$ cat config.mk
export PLATFORM = sky130hd
export DESIGN_NAME = dmem_io_streamer
export DESIGN_NICKNAME = d
export VERILOG_FILES = /design/src/rtl/io_pkg.sv /design/src/rtl/sync_fifo.sv /design/src/rtl/dmem_io_streamer.sv
export SDC_FILE = /design/constraint.sdc
export NUM_CORES = 1
export LEC_CHECK = 0
export CORE_UTILIZATION = 45
export CTS_CLUSTER_SIZE = 24
export DETAILED_ROUTE_END_ITERATION = 6
export PLACE_DENSITY = 0.72
export SYNTH_ARGS = -nofsm -noshare
export SYNTH_HDL_FRONTEND = slang
export SYNTH_HIERARCHICAL = 1
export SYNTH_SLANG_ARGS = --single-unit
export TNS_END_PERCENT = 1
$ cat constraint.sdc
create_clock -name clk -period 6.7 [get_ports clk]
set_clock_uncertainty 0.1 [all_clocks]
set_input_delay 0.67 -clock clk [delete_from_list [all_inputs] [get_ports clk]]
set_output_delay 0.67 -clock clk [all_outputs]
set_load 0.005 [all_outputs]
$ cat src/rtl/io_pkg.sv
// io_pkg: shared constants and FSM encoding for the dmem I/O byte streamer
package io_pkg;
    localparam logic [0:0] ST_IDLE = 1'b0;
    localparam logic [0:0] ST_SEND = 1'b1;
    localparam logic [31:0] IO_ADDR_DEFAULT = 32'h0000_03FC;
    localparam int BYTES_PER_WORD = 4;
    // Word-address match; byte lanes [1:0] are masked so every bit of addr is consumed
    function automatic logic addr_hit(input logic [31:0] addr, input logic [31:0] io_addr);
        return (addr & 32'hFFFF_FFFC) == (io_addr & 32'hFFFF_FFFC);
    endfunction
endpackage

$ cat src/rtl/sync_fifo.sv
// sync_fifo: single-clock word FIFO with count; a push on full is accepted only alongside a pop
module sync_fifo #(
    parameter int WIDTH = 32,
    parameter int DEPTH = 4
) (
    input  logic                       clk,
    input  logic                       rst_n,
    input  logic                       push,
    input  logic                       pop,
    input  logic [WIDTH-1:0]           wdata,
    output logic [WIDTH-1:0]           rdata,
    output logic                       full,
    output logic                       empty,
    output logic [$clog2(DEPTH):0]     count
);
    localparam int AW = $clog2(DEPTH);
    logic [WIDTH-1:0] mem [DEPTH];
    logic [AW-1:0] wr_ptr, rd_ptr;
    logic do_push, do_pop;
    assign full    = count == (AW+1)'(DEPTH);
    assign empty   = count == '0;
    assign do_pop  = pop && !empty;
    assign do_push = push && (!full || do_pop);
    assign rdata   = mem[rd_ptr];
    always_ff @(posedge clk or negedge rst_n) begin
        if (!rst_n) begin
            wr_ptr <= '0;
            rd_ptr <= '0;
            count  <= '0;
        end else begin
            if (do_push) wr_ptr <= wr_ptr + 1'b1;
            if (do_pop) rd_ptr <= rd_ptr + 1'b1;
            count <= count + (AW+1)'(do_push) - (AW+1)'(do_pop);
        end
    end
    always_ff @(posedge clk) begin
        if (do_push) mem[wr_ptr] <= wdata;
    end
endmodule

$ cat src/rtl/dmem_io_streamer.sv
// dmem_io_streamer: queues stores to the I/O word and streams them LSB-first onto the byte pins
module dmem_io_streamer
    import io_pkg::*;
#(
    parameter logic [31:0] IO_ADDR    = IO_ADDR_DEFAULT,
    parameter int          FIFO_DEPTH = 4,
    parameter int          DROP_W     = 8
) (
    input  logic              clk,
    input  logic              rst_n,
    input  logic              tick,
    input  logic              dmem_write,
    input  logic [31:0]       dmem_addr,
    input  logic [31:0]       dmem_wdata,
    output logic [7:0]        out_byte,
    output logic              out_valid,
    output logic              out_active,
    output logic              fifo_full,
    output logic              busy,
    output logic [DROP_W-1:0] drop_cnt
);
    localparam int IW = $clog2(BYTES_PER_WORD);
    logic [0:0] state;
    logic [31:0] sreg, head;
    logic [IW-1:0] idx;
    logic [$clog2(FIFO_DEPTH):0] count;
    logic hit, push, pop, empty, last;
    assign hit  = dmem_write && addr_hit(dmem_addr, IO_ADDR);
    assign last = idx == IW'(BYTES_PER_WORD - 1);
    // IDLE pops whenever data waits; SEND only on the tick that emits the final byte
    assign pop  = !empty && (state == ST_IDLE || (tick && last));
    assign push = hit && (!fifo_full || pop);
    assign out_active = state == ST_SEND;
    assign busy = (count != '0) || state != ST_IDLE;
    sync_fifo #(.WIDTH(32), .DEPTH(FIFO_DEPTH)) u_fifo (
        .clk   (clk),
        .rst_n (rst_n),
        .push  (push),
        .pop   (pop),
        .wdata (dmem_wdata),
        .rdata (head),
        .full  (fifo_full),
        .empty (empty),
        .count (count)
    );
    always_ff @(posedge clk or negedge rst_n) begin
        if (!rst_n) begin
            state     <= ST_IDLE;
            sreg      <= '0;
            idx       <= '0;
            out_byte  <= '0;
            out_valid <= 1'b0;
        end else begin
            out_valid <= 1'b0;
            if (state == ST_IDLE) begin
                if (!empty) begin
                    sreg  <= head;
                    idx   <= '0;
                    state <= ST_SEND;
                end else if (tick) begin
                    out_byte <= 8'h00;
                end
            end else if (tick) begin
                out_byte  <= sreg[7:0];
                out_valid <= 1'b1;
                if (last) begin
                    idx <= '0;
                    if (!empty) sreg <= head;
                    else state <= ST_IDLE;
                end else begin
                    sreg <= sreg >> 8;
                    idx  <= idx + 1'b1;
                end
            end
        end
    end
    always_ff @(posedge clk or negedge rst_n) begin
        if (!rst_n) drop_cnt <= '0;
        else if (hit && fifo_full && !pop && drop_cnt != '1) drop_cnt <= drop_cnt + 1'b1;
    end
endmodule

==> qor.yml, run 1 <==
sta:
  fin_setup_tns_ns: 0
  worstMarginPinSlew_ns: 0.893
  setup_viol: 0
  min_period_ns: 3.74
  fmax_mhz: 267
  slew_headroom_pct: 40.4
  rsz0062_at_grt: "no"
  maxSlewViolCount: 0
  fin_crit_sh_pct: 55.8
  hold_viol: 0
  holdWs_ns: 0.290
cts:
  post_cts_buffers: 0
  hold_buffers: 0
  clockBufferDepth: 2
  htreeDepth: 4
  clkLatencyLatePin_ns: 0.42
  cts.clk_slew.worst_paths_ns: 0.06
  root_buffer: "clkbuf_16"
  cts_sinks: 187
  cts_tree: "yes"
  cts_buffers: 17
  cts_resized: 0
global_route:
  grt_pass1_vias: 4039
  grt_pass1_wl_um: 21400
  antenna_found_initial: 0
  grt_overflow_total: 0
  grt_max_degree: 60
  track_usage_pct: 17.8
pwr:
  p_leak_uw: 0.00310
  irDropWorstVdd_mv: 0.225
  p_per_area_nw_per_um2: 347
  total_power_uw: 3050
worst_setup_path:
  cpMaxStageDelayCell: "clkdlybuf4s50_1"
  cp-start-kind: "input port"
  crit_path_max_fanout: 25
  required_ns: 6.91
  r2r_cells: 9
  cp-startpoint: "tick"
  path_cells: "clkdlybuf4s50_1, a21boi_0, or2_2, clkinv_1, o31ai_2, or2_1, a21bo_1, ha_1, fa_1, xnor2_1"
  crit_arrival_ns: 3.95
  critical_path_class: "input port to register"
  rrSetupSlack_ns: 3.09
  end_kind: "register"
  reg2reg_to: "u_fifo/count[2]$_DFF_PN0_"
  r2r_start: "u_fifo/count[1]$_DFF_PN0_"
  slowest_delay_ns: 0.55
  endpoint: "u_fifo/count[2]$_DFF_PN0_"
synthesis:
  ys_seq_area_share_pct: 73.4
  post-synth-top-area-cell: "edfxtp_1"
  ys_ff_latch: 187
  synth.distinct_cells: 42
  async_reset_ff_share_pct: 31.6
  synth.cell_area_sq_um: 7240
  synth_warnings: 6
  synth_area_leaders: "edfxtp_1 (53%), dfrtp_1 (20%), mux4_2 (9.9%)"
  synth_edf_count: 128
  synth_top_area_share_pct: 53.1
  netlist_instances: 405
  synth_common_cells: "edfxtp_1 (128), dfrtp_1 (59), nor2_1 (49)"
  synth_area_per_cell_sq_um: 17.9
  syn_nets: 481
  synth_most_common_cell: "edfxtp_1"
  synthFlopType: "edfxtp_1"
floorplanning:
  start_util_pct: 45.9
  core_sq_um: 15800
  dieArea_sq_um: 16600
  die_w_um: 129
  pin_count: 88
  rows: 46
  die_height_um: 129
route:
  vias_per_cell: 5.30
  drt_iter0_drc: 295
  ant_nets: 0
  wl_um: 13300
  vias: 3845
  dr.pass1.iters: 4
  avgRoutedWirePerCell_um: 18.4
  drc: 0
layout:
  syn_to_final_growth_pct: 21.4
  drive_gt1_share_pct: 13.7
  final-seq-area_sq_um: 5320
  diodes: 0
  fill_cells: 1259
  nNetsFinal: 573
  multi_input_area_sq_um: 1800
placed_design:
  dp_hpwl_um: 8530
  io_buffers: 85
  gp_congestion: 0.715
status:
  status: "finished, final reports clean"
run:
  drv_cap: 0
min_path:
  min_path_type: "input port to asynchronous set/reset pin"
-- per-layer routing --
metal / up-vias / global-route usage [%] / share of wire, %
met5: - / 0 / 0
met4: 0 / 6.23 / 1.4
met3: 17 / 4.20 / 4.0
met2: 89 / 31.0 / 53
met1: 1980 / 21.7 / 42
li1: 1759 / - / -
-- critical path, delay by kind of cell --
family / cells / cell delay (ns)
buf+inv: 2 / 1.01
simple gates: 2 / 0.71
fa+ha+maj: 2 / 0.62
compound gates: 3 / 0.80
xor+xnor: 1 / 0.14
-- stage by stage --
| step | util [%] | std cells | setup WS (ns) | area (sq um) |
|---|---|---|---|---|
| floorplan | - | 405 | 3.13 | 7240 |
| global placement | 52.7 | 694 | 2.52 | 8310 |
| detailed placement | 52.7 | 694 | 2.47 | 8310 |
| CTS | 55.7 | 726 | 2.90 | 8790 |
| global route | 55.7 | 726 | 2.73 | 8790 |
| finish | 55.7 | 726 | 2.96 | 8790 |
-- worst min-delay path by stage --
stage / startpoint / end / depth (start not counted)
after floorplan: rst_n / drop_cnt[0]$_DFFE_PN0P_ / 0
after global placement: drop_cnt[7]$_DFFE_PN0P_ / drop_cnt[7]$_DFFE_PN0P_ / 1
after detailed placement: drop_cnt[6]$_DFFE_PN0P_ / drop_cnt[6]$_DFFE_PN0P_ / 1
after CTS: rst_n / out_byte[4]$_DFFE_PN0P_ / 2
after global routing: rst_n / out_byte[5]$_DFFE_PN0P_ / 2
final: rst_n / out_byte[5]$_DFFE_PN0P_ / 2
-- state kept, by name, indices dropped and copies added, names as in the netlist --
name and cells:
u_fifo/wr_ptr 2, sreg 32, out_active 1, out_valid 1, idx 2, u_fifo/rd_ptr 2
out_byte 8, drop_cnt 8, u_fifo/count 3, u_fifo/mem 128
-- report_power, final --
part,switching (uW),total (uW),internal (uW)
logic,306,681,374
registers,144,1520,1380
clock network,377,849,471
total,827,3050,2220
-- final cells by class --
type	count	area share (%)
multi-input cells	193	20.4
repair buffers	91	10.1
clock inverters	4	0.213
flip-flops and latches	187	60.5
well taps	216	3.07
inverters	7	0.299
clock buffers	28	5.31
-- kinds of logic (layout without fill, tap and decap cells) --
group	Yosys count	in the layout	share of synthesized area (%)
adder cells (fa/ha/maj)	8	8	1.49
AO/OA/AOI/OAI	51	51	5.20
buffers and inverters	25	130	1.76
AND/OR/NAND/NOR	86	86	6.08
flip-flops	187	187	73.4
XOR/XNOR	13	13	1.57
multiplexers	35	35	10.5
-- cell usage in the layout, fill, tap and decap left out, types with 3 or more instances in the layout --
cell and count:
ha_1 7, dfrtp_1 57, nor4_1 3, nor2_1 49, o22ai_1 24, o21ai_0 4
clkbuf_1 11, nand4_1 6, inv_1 5, nand2_1 5, buf_4 6, xnor2_1 10
a22o_1 16, clkdlybuf4s50_1 84, clkinv_2 3, and3_1 4, edfxtp_1 128, clkbuf_16 17
xor2_1 3, and2_1 5, mux4_2 32
Note: power is estimated with default switching activity, not from simulation.
==> inputs of run 2 (changes only) <==
--- a/config.mk
+++ b/config.mk
@@ -8,7 +8,7 @@
 export CORE_UTILIZATION = 45
 export CTS_CLUSTER_SIZE = 24
 export DETAILED_ROUTE_END_ITERATION = 6
-export PLACE_DENSITY = 0.72
+export PLACE_DENSITY = 0.74
 export SYNTH_ARGS = -nofsm -noshare
 export SYNTH_HDL_FRONTEND = slang
 export SYNTH_HIERARCHICAL = 1
==> constraint.sdc (replaced) <==
create_clock -name clk -period 3.3 [get_ports clk]
set_clock_uncertainty 0.1 [all_clocks]
set_input_delay 0.33 -clock clk [delete_from_list [all_inputs] [get_ports clk]]
set_output_delay 0.33 -clock clk [all_outputs]
set_load 0.005 [all_outputs]
==> run 2 against run 1 <==
  * Critical endpoint unchanged
  * Core utilization rose by 2.2 points
  * Global-route usage rose by 0.52 points
  * Register-to-register slack got worse by 2.4 ns
  * Clock power rose by 140%
==> qor.yml, run 2 (synthesized netlist as in run 1, its figures left out) <==
cts:
  clockBufferDepth: 2
  cts_resized: 0
  root_buffer: "clkbuf_16"
  post_cts_buffers: 0
  cts.clk_slew.worst_paths_ns: 0.06
  hold_buffers: 1
  cts_tree: "yes"
  cts_buffers: 17
  cts_sinks: 187
  clkLatencyLatePin_ns: 0.42
  htreeDepth: 4
worst_setup_path:
  rrSetupSlack_ns: 0.64
  crit_arrival_ns: 3.17
  cp-start-kind: "input port"
  r2r_start: "idx[0]$_DFFE_PN0P_"
  critical_path_class: "input port to register"
  end_kind: "register"
  required_ns: 3.50
  crit_path_max_fanout: 2
  r2r_cells: 10
  cp-startpoint: "dmem_addr[11]"
  cpMaxStageDelayCell: "or4_4"
  slowest_delay_ns: 0.55
  path_cells: "clkdlybuf4s50_1, or4b_1, or4_4, nor3b_1, or2_1, a21bo_1, ha_1, fa_1, xnor2_1"
  cpLargestDelayFamily: "simple AND/OR/NAND/NOR gates"
  reg2reg_to: "u_fifo/count[2]$_DFF_PN0_"
  crit_buf_inv: 1
placed_design:
  dp.cells: 711
  dp_hpwl_um: 9190
  gp_congestion: 0.753
  io_buffers: 85
sta:
  fin_crit_sh_pct: 89.9
  slew_headroom_pct: 37.2
  maxSlewViolCount: 0
  hold_viol: 0
  min_period_ns: 2.97
  setup_viol: 0
  holdWs_ns: 0.220
  worstMarginPinSlew_ns: 0.942
  fmax_mhz: 337
  rsz0062_at_grt: "no"
route:
  avgRoutedWirePerCell_um: 18.4
  wl_um: 13700
  dr.pass1.iters: 4
  dr_wl_met3_um: 574
  drt_iter0_drc: 311
  vias: 3928
  routed-wl-met2_um: 7120
  drt-met1-wl_um: 5950
  drc: 0
  ant_nets: 0
  top_layer_used: "met4"
  vias_per_cell: 5.28
global_route:
  grt_max_degree: 27
  track_usage_pct: 18.3
  grt_pass1_vias: 4151
  grt_pass1_wl_um: 22200
  grt_overflow_total: 0
  antenna_found_initial: 0
layout:
  largest_reg_flops: 128
  largest-register: "u_fifo/mem"
  top_regs: "u_fifo/mem: 128 flops, sreg: 32 flops"
  fill_cells: 1201
  final_cell_mix: "edfxtp_1 (128), clkdlybuf4s50_1 (84), dfrtp_1 (58), nor2_1 (49), mux4_2 (32)"
  layout_commonest_cell: "edfxtp_1"
  stdcell_count: 744
  syn_to_final_growth_pct: 26.1
  nNetsFinal: 591
  fin_util_pct: 57.9
  diodes: 0
  drive_gt1_share_pct: 18.0
floorplanning:
  core_sq_um: 15800
  die_w_um: 129
  rows: 46
  start_util_pct: 45.9
  pin_count: 88
  die_height_um: 129
  dieArea_sq_um: 16600
min_path:
  min_path_type: "input port to asynchronous set/reset pin"
pwr:
  irDropWorstVdd_mv: 0.419
  p_per_area_nw_per_um2: 722
  p_leak_uw: 0.00325
run:
  drv_cap: 0
status:
  status: "finished, final reports clean"
## run 2: per-layer routing
layer / up-vias / GRT usage [%]
met5: - / 0
met4: 0 / 3.94
met3: 5 / 4.91
met2: 105 / 30.5
met1: 2023 / 24.2
li1: 1795 / -
## run 2: worst max path at each step
| stage | end | slack (ns) | cells past startpoint |
|---|---|---|---|
| after detailed placement | u_fifo/count[2]$_DFF_PN0_ | -0.11 | 9 |
| after global placement | u_fifo/count[2]$_DFF_PN0_ | -0.04 | 9 |
| final | u_fifo/count[2]$_DFF_PN0_ | 0.33 | 9 |
| after CTS | u_fifo/count[2]$_DFF_PN0_ | 0.33 | 9 |
| after global routing | u_fifo/count[2]$_DFF_PN0_ | 0.24 | 9 |
| after floorplan | u_fifo/mem[0][0]$_DFFE_PP_ | 0.07 | 5 |
## run 2: layout make-up
cell class | count | area [sq um] | area share (%)
multi-input combinational | 193 | 1800 | 19.7
tap | 216 | 270 | 2.96
clock inverter | 11 | 144 | 1.58
timing repair buffer | 109 | 1120 | 12.2
clock buffer | 21 | 460 | 5.04
inverter | 7 | 26.3 | 0.288
sequential | 187 | 5320 | 58.3
## run 2: per-stage QoR
step	total power [uW]	setup slack (ns)	TNS (ns)	cell area, sq um
3_5_place_dp	4610	-0.112	-2.53	8520
5_1_grt	6910	0.244	0	9130
2_1_floorplan	4070	0.0668	0	7240
3_3_place_gp	4560	-0.0386	-0.0386	8520
6_report	6600	0.334	0	9130
4_1_cts	6650	0.331	0	9130
## run 2: power by group
part / internal [uW] / switching [uW]
Combinational: 821 / 637
Clock: 1230 / 818
Sequential: 2790 / 304
==> inputs of run 3 (changes only) <==
--- a/config.mk
+++ b/config.mk
@@ -5,6 +5,7 @@
 export SDC_FILE = /design/constraint.sdc
 export NUM_CORES = 1
 export LEC_CHECK = 0
+export CAP_MARGIN = 10
 export CORE_UTILIZATION = 45
 export CTS_CLUSTER_SIZE = 24
 export DETAILED_ROUTE_END_ITERATION = 6
==> constraint.sdc (replaced) <==
create_clock -name clk -period 3.3 [get_ports clk]
set_clock_uncertainty 0.1 [all_clocks]
set_input_delay 0.495 -clock clk [delete_from_list [all_inputs] [get_ports clk]]
set_output_delay 0.495 -clock clk [all_outputs]
set_load 0.005 [all_outputs]
==> run 3 against run 2 <==
  * Sequential power is essentially flat
  * Non-clock buffer count grew 2
  * Design area is essentially flat
  * Die area is the same
  * Fmax shrank 6.0%
  * Highest routed layer unchanged
==> qor.yml, run 3 (synthesized netlist as in run 1, its figures left out) <==
status:
  status: "finished, final reports clean"
pwr:
  irDropWorstVdd_mv: 0.425
  p_int_uw: 4830
  p_sw_uw: 1750
  combPwrFrac_pct: 22.7
  power_frac_seq_pct: 46.7
  p_leak_uw: 0.00328
  swShare_pct: 26.6
  p_per_area_nw_per_um2: 719
  power_frac_clock_pct: 30.6
placed_design:
  gp_congestion: 0.752
  dp_hpwl_um: 9270
  io_buffers: 85
  dp.cells: 712
  placed_area_sq_um: 8520
sta:
  hold_viol: 0
  min_period_ns: 3.16
  fin_setup_tns_ns: 0
  worstMarginPinSlew_ns: 0.991
  rsz0062_at_grt: "no"
  fin_crit_sh_pct: 95.7
  maxSlewViolCount: 0
  slew_headroom_pct: 33.9
  setup_viol: 0
  fmax_mhz: 317
global_route:
  track_usage_pct: 18.4
  grt_pass1_vias: 4152
  antenna_found_initial: 0
  grt_overflow_total: 0
  grt_pass1_wl_um: 21900
  grt_max_degree: 52
layout:
  layout_commonest_cell: "edfxtp_1"
  syn_to_final_growth_pct: 26.2
  stdcell_area_sq_um: 9140
  largest_reg_flops: 128
  final_cell_mix: "edfxtp_1 (128), clkdlybuf4s50_1 (84), dfrtp_1 (58), nor2_1 (49), mux4_2 (32)"
  nNetsFinal: 593
  top_regs: "u_fifo/mem: 128 flops, sreg: 32 flops"
  largest-register: "u_fifo/mem"
  diodes: 0
  drive_gt1_share_pct: 18.1
  stdcell_count: 746
worst_setup_path:
  crit_path_max_fanout: 2
  crit_arrival_ns: 3.36
  crit_buf_inv: 1
  end_kind: "register"
  required_ns: 3.51
  rrSetupSlack_ns: 0.59
  reg2reg_to: "u_fifo/count[2]$_DFF_PN0_"
  r2r_cells: 11
  r2r_start: "idx[0]$_DFFE_PN0P_"
  cp-start-kind: "input port"
  cpMaxStageDelayCell: "or4_4"
  slowest_delay_ns: 0.55
  path_cells: "clkdlybuf4s50_1, or4b_1, or4_4, nor3b_1, or2_1, a21bo_1, ha_1, fa_1, xnor2_1"
  cpLargestDelayFamily: "simple AND/OR/NAND/NOR gates"
  critical_path_class: "input port to register"
cts:
  post_cts_buffers: 0
  cts_tree: "yes"
  htreeDepth: 4
  cts_buffers: 17
  clockBufferDepth: 2
  clkLatencyLatePin_ns: 0.42
  root_buffer: "clkbuf_16"
  cts.clk_slew.worst_paths_ns: 0.06
  cts_sinks: 187
route:
  drc: 0
  vias: 3977
  ant_nets: 0
  drt_iter0_drc: 251
  dr.pass1.iters: 5
  wl_um: 13800
  avgRoutedWirePerCell_um: 18.6
  vias_per_cell: 5.33
floorplanning:
  die_height_um: 129
  pin_count: 88
  die_w_um: 129
  start_util_pct: 45.9
  rows: 46
  core_sq_um: 15800
  dieArea_sq_um: 16600
run:
  drv_cap: 0
min_path:
  min_path_type: "input port to asynchronous set/reset pin"
run 3: power groups by stage:
stage	Combinational [uW]	Sequential (uW)	Clock [uW]
final	1490	3070	2010
after global routing	1620	3100	2140
after CTS	1510	3070	2050
after detailed placement	1500	3120	0
after global placement	1440	3100	0
after floorplan	1090	2980	0
run 3: worst max path at each step:
stage | startpoint | endpoint | slack, ns | cells after the start
global route | dmem_addr[11] | u_fifo/count[2]$_DFF_PN0_ | 0.04 | 9
detailed placement | dmem_addr[11] | u_fifo/count[2]$_DFF_PN0_ | -0.29 | 9
global placement | dmem_addr[11] | u_fifo/count[2]$_DFF_PN0_ | -0.22 | 9
CTS | dmem_addr[11] | u_fifo/count[2]$_DFF_PN0_ | 0.14 | 9
floorplan | dmem_addr[11] | u_fifo/mem[1][0]$_DFFE_PP_ | -0.1 | 5
finish | dmem_addr[11] | u_fifo/count[2]$_DFF_PN0_ | 0.14 | 9
run 3: area by class of cell:
| cell class | instances | area [sq um] |
|---|---|---|
| multi-input cells | 193 | 1800 |
| repair buffers | 111 | 1130 |
| clock buffers | 26 | 510 |
| fillers | 1191 | 6630 |
| flip-flops and latches | 187 | 5320 |
| clock inverters | 6 | 83.8 |
| inverters | 7 | 26.3 |
| well taps | 216 | 270 |
run 3: routing by layer:
metal	GRT usage (%)	share of wire [%]	up-vias
met4	8.51	2.4	0
li1	-	-	1806
met1	22.3	41	2044
met2	31.3	52	101
met3	4.28	4.2	26
met5	0	0	-
run 3: per-stage QoR:
stage / hold slack [ns] / total power [uW] / utilization, % / setup WS (ns)
after detailed placement: 0.378 / 4610 / 54.0 / -0.295
final: 0.376 / 6570 / 58.0 / 0.143
after floorplan: 0.0994 / 4070 / - / -0.0980
after global routing: 0.392 / 6870 / 58.0 / 0.0416
after global placement: 0.378 / 4540 / 54.0 / -0.219
after CTS: 0.232 / 6630 / 57.8 / 0.144
run 3: repair_timing:
action | CTS | global route
resized for setup | 0 | 0
hold buffers | 0 | 1
endpoints found under the hold margin | 0 | 9
run 3: worst reg2reg max path: stages, from the launching register on:
cell,delay [ns]
dfrtp_1,0.41
ha_1,0.23
a21boi_0,0.29
or2_2,0.19
clkinv_1,0.08
buf_4,0.18
inv_1,0.09
a21boi_4,0.07
a21bo_1,0.20
ha_1,0.20
fa_1,0.42
xnor2_1,0.14
==> variant (settings of run 3) <==
Change the parameter `DROP_W` from 8 to 10.
--- a/src/rtl/dmem_io_streamer.sv
+++ b/src/rtl/dmem_io_streamer.sv
@@ -4,7 +4,7 @@
 #(
     parameter logic [31:0] IO_ADDR    = IO_ADDR_DEFAULT,
     parameter int          FIFO_DEPTH = 4,
-    parameter int          DROP_W     = 8
+    parameter int          DROP_W     = 10
 ) (
     input  logic              clk,
     input  logic              rst_n,
Ports: changed (resized drop_cnt); port bits go from 88 to 90. The function was not compared with the original's and may differ.
==> variant against run 3 <==
  * Power shrank 1.3%
  * Clock power shrank 2%
  * Worst setup slack gained 220 ps
  * Die area grew 2.2%
  * Synthesized area grew 2.3%
  * Non-clock buffer count shrank 4
  * Sequential cell count grew 2
  * Sequential share of layout area shrank 0.27 points
  * Cell area grew 1.4%
  * Routed wire length grew 0.61%
==> variant: results (changes against run 3) <==
Port-buffer cells: 87 (+2.4%)
GRT Overall Usage: 17.9% (-0.45 points)
clk tree area frac: 6.17% (-0.33 points)
area of the multi-input gates: 1890 um2 (+5.4%)
met1 WL: 6010 um (+4.8%)
Multi-In Gates: 205 (+6.2%)
CLK BUF: 17 (-35%)
Hold/Removal Path Class: register to register
Avg WL per Cell: 18.4 um (-0.85%)
status: finished, final reports clean
Initial DRC Count: 291 (+16%)
GP Congestion: 0.744 (-1.1%)
number of sequential cells: 189 (+1.1%)
inverter count: 8 (+1)
via count: 4014 (+0.93%)
crit path DAT: 3140 ps (-220 ps)
vias in the first global route: 4200 (+1.2%)
share of cells above drive strength 1: 17.6% (-0.55 points)
cts hold-fix bufs: 1 (+1)
Fillers: 1207 (+1.3%)
CP max FO: 2 (unchanged)
syn_nets: 497 (+3.3%)
initial antenna violation count: 0 (unchanged)
Data buffer area share: 12.2% (-0.17 points)
Relative slew margins: 50.3% (+16 points)
sequential share of cell area: 58.0% (-0.27 points)
metal3 WL: 599 um (+2.6%)
CP max-delay cell: or4b_1
Peak VDD IR: 0.387 mV (-8.9%)
number of setup buffers added after CTS: 0 (unchanged)
met2 wire len: 7230 um (+0.44%)
CP peak stage delay: 510 ps (-40 ps)
sequential element share of the synthesized area: 72.5% (-0.96 points)
first-pass GRT wire length: 22100 um (+0.98%)
Pre-Repair DR Iteration Count: 4 (-1)
P_leak: 3.31 nW (+1.0%)
Synth cell types: 41 (-2.4%)
Yosys top cell area share: 51.9% (-1.2 points)
pin count of the biggest net entering global routing: 36 (-31%)
variant: cell count changes after synthesis, moves of 3 or more:
| cell | before | now |
|---|---|---|
| nand2_1 | 5 | 2 |
| xor2_1 | 3 | 6 |
| nand3_1 | 0 | 11 |
| nand4_1 | 6 | 3 |
| nor4b_2 | 0 | 3 |
variant: final timing paths:
kind | start | end | slack [ps] | cells past startpoint
max | dmem_addr[11] | u_fifo/count[2] | 360 | 10
min | out_byte[5] | out_byte[5] | 400 | 1
max reg2reg | idx[0] | u_fifo/count[2] | 530 | 10
min reg2reg | out_byte[5] | out_byte[5] | 400 | 1
max in group asynchronous | rst_n | sreg[26] | 1970 | 3
min in group asynchronous | rst_n | idx[0] | 520 | 2
variant: kinds of logic after synthesis:
group	after synthesis	share of synthesized area (%)
multiplexers	36	10.4
flip-flops	189	72.5
AND/OR/NAND/NOR	96	6.92
adder cells (fa/ha/maj)	8	1.45
XOR/XNOR	14	1.66
AO/OA/AOI/OAI	51	5.13
buffers and inverters	27	1.94
variant: critical path, delay by kind of cell:
family | cells | cell delay, ps
simple gates | 5 | 1310
buf+inv | 1 | 400
xor+xnor | 1 | 140
fa+ha+maj | 2 | 600
compound gates | 1 | 200
variant: routing by layer:
metal / GRT usage (%) / vias to the layer above
met2: 28.9 / 98
met5: 0 / -
met3: 4.59 / 8
li1: - / 1860
met4: 5.95 / 0
met1: 23.8 / 2048
variant: where the power goes:
part / total [mW] / internal, mW / switching, mW
clock: 1.97 / 1.11 / 0.859
combinational: 1.44 / 0.790 / 0.646
sequential: 3.08 / 2.81 / 0.270
variant: per-stage QoR:
step                area, um2  cells  TNS, ps  setup slack [ps]
floorplan                7410    421        0              36.6
global placement         8690    724    -35.5             -35.5
detailed placement       8690    724     -116             -95.7
CTS                      9270    757        0               353
global route             9270    757        0               245
finish                   9270    757        0               359
